--- src/rtl/opb_register_simulink2ppc_snap.sv ---
// opb_register_simulink2ppc_snap
//
// Fabric-to-processor snapshot register on the OPB bus. User logic strobes a
// 32-bit word in with user_data_valid; the block keeps the captured word plus
// a status word (fresh, sticky overrun, 16-bit update count). The processor
// reads both through a single-cycle-ack OPB slave. Everything runs on OPB_Clk.
//
// Register map (byte offsets from C_BASEADDR):
//   0x0 DATA   RO  captured word; a read-ack clears fresh
//   0x4 STATUS RW  [0] fresh, [1] overrun (W1C), [2] count clear (W1, reads 0),
//                  [31:16] update count; writes need OPB_BE[3]
//   >=0x8      reads 0, writes acked and ignored
//
// Ports:
//   OPB_Clk, OPB_Rst_n           clock, asynchronous active-low reset
//   OPB_ABus/BE/DBus/RNW/select  OPB master request (big-endian bit numbering)
//   OPB_seqAddr                  ignored
//   Sl_DBus, Sl_xferAck          registered read data / acknowledge
//   Sl_errAck, Sl_retry, Sl_toutSup  tied low
//   user_data_in, user_data_valid    fabric capture port
//
// Build option: define SNAP_HOLD_EN to drop captures that would overwrite an
// unread word (hold-first); otherwise the latest word wins.

module opb_register_simulink2ppc_snap #(
    parameter logic [31:0] C_BASEADDR   = 32'hFFFF_FFFF,
    parameter logic [31:0] C_HIGHADDR   = 32'h0000_0000,
    parameter int unsigned C_OPB_AWIDTH = 32,
    parameter int unsigned C_OPB_DWIDTH = 32,
    parameter logic [63:0] C_FAMILY     = "virtex5"
) (
    input  logic        OPB_Clk,
    input  logic        OPB_Rst_n,
    input  logic [0:31] OPB_ABus,
    input  logic [0:3]  OPB_BE,
    input  logic [0:31] OPB_DBus,
    input  logic        OPB_RNW,
    input  logic        OPB_select,
    input  logic        OPB_seqAddr,
    output logic [0:31] Sl_DBus,
    output logic        Sl_xferAck,
    output logic        Sl_errAck,
    output logic        Sl_retry,
    output logic        Sl_toutSup,
    input  logic [31:0] user_data_in,
    input  logic        user_data_valid
);

    typedef enum logic {StIdle, StAck} state_e;

    state_e      state_q, state_d;
    logic [31:0] data_q, data_d;
    logic        fresh_q, fresh_d;
    logic        ovr_q, ovr_d;
    logic [15:0] cnt_q, cnt_d;
    logic [31:0] rdata_q, rdata_d;
    // Side effects of the accepted transfer, applied at the edge ending its ack.
    logic        rd_data_q, clr_ovr_q, clr_cnt_q;

    logic        hit, accept, in_regs, sel_status;
    logic [31:0] offset;
    logic        data_read_ack, clr_ovr, clr_cnt;
    logic        conflict, take;

    assign hit        = OPB_select && (OPB_ABus >= C_BASEADDR) && (OPB_ABus <= C_HIGHADDR);
    assign accept     = (state_q == StIdle) && hit;
    assign offset     = OPB_ABus - C_BASEADDR;
    assign in_regs    = (offset[31:3] == 29'd0);
    assign sel_status = OPB_ABus[29];

    assign data_read_ack = (state_q == StAck) && rd_data_q;
    assign clr_ovr       = (state_q == StAck) && clr_ovr_q;
    assign clr_cnt       = (state_q == StAck) && clr_cnt_q;

    // A same-cycle DATA read-ack consumes the old word, so it is not an overrun.
    assign conflict = user_data_valid && fresh_q && !data_read_ack;
`ifdef SNAP_HOLD_EN
    assign take = user_data_valid && !conflict;
`else
    assign take = user_data_valid;
`endif

    always_comb begin
        data_d  = take ? user_data_in : data_q;
        fresh_d = fresh_q;
        if (take) begin
            fresh_d = 1'b1;
        end else if (data_read_ack) begin
            fresh_d = 1'b0;
        end
        // Set beats a concurrent clear.
        ovr_d = conflict || (ovr_q && !clr_ovr);
        cnt_d = (clr_cnt ? 16'd0 : cnt_q) + {15'd0, take};
    end

    // Read data is taken from next-state values so a capture in the cycle the
    // hit is sampled is already visible in the following ack cycle. Accepts
    // only happen in IDLE, where no write side effect is pending.
    always_comb begin
        rdata_d = 32'd0;
        if (accept && OPB_RNW && in_regs) begin
            rdata_d = sel_status ? {cnt_d, 14'd0, ovr_d, fresh_d} : data_d;
        end
    end

    // Slave FSM: state register
    always_ff @(posedge OPB_Clk or negedge OPB_Rst_n) begin
        if (!OPB_Rst_n) begin
            state_q <= StIdle;
        end else begin
            state_q <= state_d;
        end
    end

    // Slave FSM: next state
    always_comb begin
        state_d = state_q;
        unique case (state_q)
            StIdle:  if (hit) state_d = StAck;
            StAck:   state_d = StIdle;
            default: state_d = StIdle;
        endcase
    end

    // Slave FSM: outputs (decoded from registers only)
    always_comb begin
        Sl_xferAck = (state_q == StAck);
        Sl_DBus    = rdata_q;
        Sl_errAck  = 1'b0;
        Sl_retry   = 1'b0;
        Sl_toutSup = 1'b0;
    end

    always_ff @(posedge OPB_Clk or negedge OPB_Rst_n) begin
        if (!OPB_Rst_n) begin
            data_q    <= 32'd0;
            fresh_q   <= 1'b0;
            ovr_q     <= 1'b0;
            cnt_q     <= 16'd0;
            rdata_q   <= 32'd0;
            rd_data_q <= 1'b0;
            clr_ovr_q <= 1'b0;
            clr_cnt_q <= 1'b0;
        end else begin
            data_q    <= data_d;
            fresh_q   <= fresh_d;
            ovr_q     <= ovr_d;
            cnt_q     <= cnt_d;
            rdata_q   <= rdata_d;
            rd_data_q <= accept && OPB_RNW && in_regs && !sel_status;
            clr_ovr_q <= accept && !OPB_RNW && in_regs && sel_status && OPB_BE[3] && OPB_DBus[30];
            clr_cnt_q <= accept && !OPB_RNW && in_regs && sel_status && OPB_BE[3] && OPB_DBus[29];
        end
    end

    logic unused_inputs;
    assign unused_inputs = ^{OPB_seqAddr, OPB_BE, OPB_DBus, offset[2:0],
                             C_FAMILY, C_OPB_AWIDTH, C_OPB_DWIDTH};

endmodule

--- config.mk ---
export PLATFORM = sky130hd
export DESIGN_NAME = opb_register_simulink2ppc_snap
export DESIGN_NICKNAME = d
export VERILOG_FILES = /design/src/rtl/opb_register_simulink2ppc_snap.sv
export SDC_FILE = /design/constraint.sdc
export NUM_CORES = 1
export LEC_CHECK = 0
export CAP_MARGIN = 20
export CORE_AREA = 5 5 70 72
export DETAILED_ROUTE_END_ITERATION = 16
export DIE_AREA = 0 0 75 77
export GPL_ROUTABILITY_DRIVEN = 0
export PLACE_DENSITY_LB_ADDON = 0.05
export SLEW_MARGIN = 20
export SYNTH_ARGS = -nofsm -noshare
export SYNTH_HDL_FRONTEND = slang
export SYNTH_SLANG_ARGS = --single-unit
--- constraint.sdc ---
create_clock -name OPB_Clk -period 1.4 [get_ports OPB_Clk]
set_clock_uncertainty 0.05 [all_clocks]
set_input_delay 0.42 -clock OPB_Clk [delete_from_list [all_inputs] [get_ports OPB_Clk]]
set_output_delay 0.42 -clock OPB_Clk [all_outputs]
set_load 0.01 [all_outputs]
; ---- Word level (Yosys, flattened, before mapping)
; Cells that the tools add are included.
[word_totals]
ff_bits = 86
inputBits = 106
output_inout_bits = 36
elab_cells = 46
[classes]
n_addsub = 2
n_lt_le_gt_ge = 2
mux = 8
bitwise_logic = 1
reduce_logical = 24
[ops]
columns = operator, n
row1 = 32-bit 2-to-1 mux, 3
row2 = "32-bit >= comparator, second input constant", 1
row3 = "32-bit by 1-bit less-or-equal comparator with 1-bit output, second input constant", 1
row4 = "32-bit subtractor, second input constant", 1
row5 = 29-bit logical NOT, 1
row6 = 1-bit logical AND, 18
row7 = 16-bit by 1-bit adder with 16-bit output, 1
row8 = 16-bit 2-to-1 mux, 1
row9 = 1-bit logical NOT, 4
row10 = 1-bit 2-to-1 mux, 3
row11 = 1-bit case mux with 2 select lines, 1
row12 = 1-bit logical OR, 1
row13 = 1-bit NOT, 1

; ---- Logic depth before layout (Yosys ltp)
[logic_depth]
word_depth = 9
depth_mapped = 1
ltp_nobuf = 0

; ---- Worst setup path before layout
; Ideal clock, no wire load.
[synth_path]
path_kind = register -> output
start = reg rdata_q[31] (netlist: Sl_DBus[0])
end = out Sl_DBus[0] (netlist name)
t_arrival_ps = 376
t_required_ps = 930
path_slack_ps = 554
path_stages_with_launch = 1
path_cell_list = dfrtp_1
[synth_lines]
columns = element, line_no
row1 = from (decl), 56  ; logic [31:0] rdata_q, rdata_d;
row2 = from (signal assigned), 149  ; rdata_q <= rdata_d;
row3 = to (decl), 40  ; output logic [0:31] Sl_DBus,
; No word-level cell between the ends.

; ---- Worst setup path after layout
[layout_path]
start = reg rdata_q[6] (netlist: Sl_DBus[25])
end = out Sl_DBus[25] (netlist name)
; No word-level cell between the ends.

==> summary.md <==
| Metric | Value |
|---|---|
| Clock root buffer | `clkbuf_8` |
| CP Capture Type | `output port` |
| Via-to-Cell Ratio | `2.80` |
| Slew Viols, Final | `0` |
| Cells after Synth | `37` |
| Tot GR Track Use | `5.82%` |
| WL final | `1390 um` |
| Die span in y | `77 um` |
| Final hold vios | `0` |
| Tmin final | `1.37 ns` |
| DRT Pass-1 Iters | `2` |
| Main area contributors after synthesis | `dfrtp_1, buf_4, conb_1` |
| Num CTS Buffers | `5` |
| PnR worst setup slack | `0.0323 ns` |
| Die area | `5780 um^2` |
| Initial Utilization | `20.1%` |
| Initial antenna violation count | `0` |
| Outcome | `completed` |
| Post-Synthesis Cell Area | `852 um^2` |
| Critical path data arrival time | `0.90 ns` |
| RSZ-0062 raised after global routing | `no` |
| Final-stage net count | `217` |
| Cells along the critical path | `dlygate4sd2_1` |
| Vias | `457` |
| HP Class | `primary input to async pin` |
| Power Density | `1250 nW/um^2` |
| CTS Hold Bufs | `0` |
| First-pass GRT wire length | `2270 um` |
| Post-DP HPWL | `985 um` |
| H-Tree Depth | `2` |
| Layout Area Growth over Synthesis | `72.7%` |
| Final setup violating endpoints | `0` |
| TritonCTS clock tree | `done` |
| Port Buffers | `34` |
| Fmax | `731 MHz` |
| ANT nets after route | `0` |
| Final worst path period share | `97.7%` |
| Worst Setup Start Kind | `flop` |
| WP depth | `1` |
| Max incr delay on CP | `0.35 ns` |
| N_diodes | `0` |
| Post-synth top area share | `96.9%` |
| Critical path class | `flop to output port` |
| Total grt overflow | `0` |
| Yosys warning count | `0` |
| Critical-path top delay cell | `dfrtp_1` |
| CP Max Fanout | `1` |
| Site Rows | `24` |
| Layout cell share with drive strength beyond 1 | `6.31%` |
| TNS Setup | `0 ns` |
| Leading area contributor after synthesis | `dfrtp_1` |
| Avg Inst Size Synth | `23.0 um^2` |
| P_leak | `0.710 nW` |
| DRC viols | `0` |
| Sequential share of the synthesized area | `96.9%` |
| Core box area | `4230 um^2` |
| Total of max-cap violations | `0` |
| Violation count after the first detailed-route iteration | `30` |
| Clock Path Buffers | `2` |
| Worst vdd ir | `0.468 mV` |
| Worst-path clk slew | `0.06 ns` |
| Largest net degree at the start of global routing | `34` |
| # IOs | `142` |
| Critical Path RT | `0.93 ns` |
| Average routed wire per standard cell | `8.55 um` |
| CTS Sinks | `33` |
| Delay-heaviest family, CP | `flip-flops` |
| Synth cell types | `3` |
| Die X | `75 um` |
| Post-synthesis register bit count | `33` |
| Setup Buffers After CTS | `0` |
| Cts repair resizes | `38` |
| Placement Setup Slack | `0.0711 ns` |
| Vias in the first global route | `429` |
| Bufs and invs on worst path | `1` |
==> placed cells by master (no fill, tap or decap) <==
cell,synthesis,routed
dlygate4sd2_1,0,1
conb_1,1,36
clkbuf_8,0,6
clkdlybuf4s15_1,0,32
dfrtp_1,33,33
buf_12,0,1
clkbuf_1,0,1
clkdlybuf4s50_1,0,1
==> worst paths after layout <==
path / start / endpoint / slack, ns
max in group asynchronous: OPB_Rst_n / Sl_DBus[12] / 0.65
min in group OPB_Clk: Sl_DBus[15] / Sl_DBus[15] / 1.18
min: OPB_Rst_n / Sl_DBus[30] / 0.47
max: Sl_DBus[25] / Sl_DBus[25] / 0.03
==> state kept, by name, indices dropped and copies added (netlist names) <==
name and count:
Sl_xferAck 1, Sl_DBus 32
==> stage by stage <==
stage | total power [mW] | hold slack (ns) | cells | cell area (um^2) | util [%]
finish | 1.84 | 0.474 | 163 | 1470 | 34.8
global route | 1.94 | 0.483 | 163 | 1470 | 34.8
CTS | 1.87 | 0.483 | 163 | 1440 | 34.0
detailed placement | 1.20 | 0.770 | 156 | 1390 | 32.7
global placement | 1.20 | 0.761 | 156 | 1390 | 32.7
floorplan | 1.08 | 0.0744 | 72 | 983 | -
==> area by class of cell <==
class,count,area (um^2)
Clock buffer,7,86.3
Timing Repair Buffer,35,359
Fill cell,424,2760
Tap cell,52,65.1
Sequential cell,33,826
Multi-Input combinational cell,36,135
==> cell usage after synthesis <==
library cell  instances
buf_4                 3
dfrtp_1              33
conb_1                1
==> logic make-up after synthesis <==
kind of cell	Yosys count	synth area share (%)
other	1	0.440
buffers and inverters	3	2.64
flip-flops	33	96.9
==> per-layer routing <==
metal / vias to the layer above / global-route usage (%) / wire (um)
met5: - / 0 / 0
met4: 0 / 4.27 / 46
met3: 6 / 4.71 / 232
met2: 27 / 7.75 / 662
met1: 205 / 5.88 / 452
li1: 219 / - / -
==> report_power, final <==
part	switching (mW)	internal, mW	total [mW]	leakage [nW]
combinational	0.0747	0.0640	0.139	0.281
sequential	0.0119	1.00	1.01	0.385
clock	0.293	0.389	0.682	0.0443
total	0.380	1.46	1.84	0.710
Power figures use the tool's default switching activity.
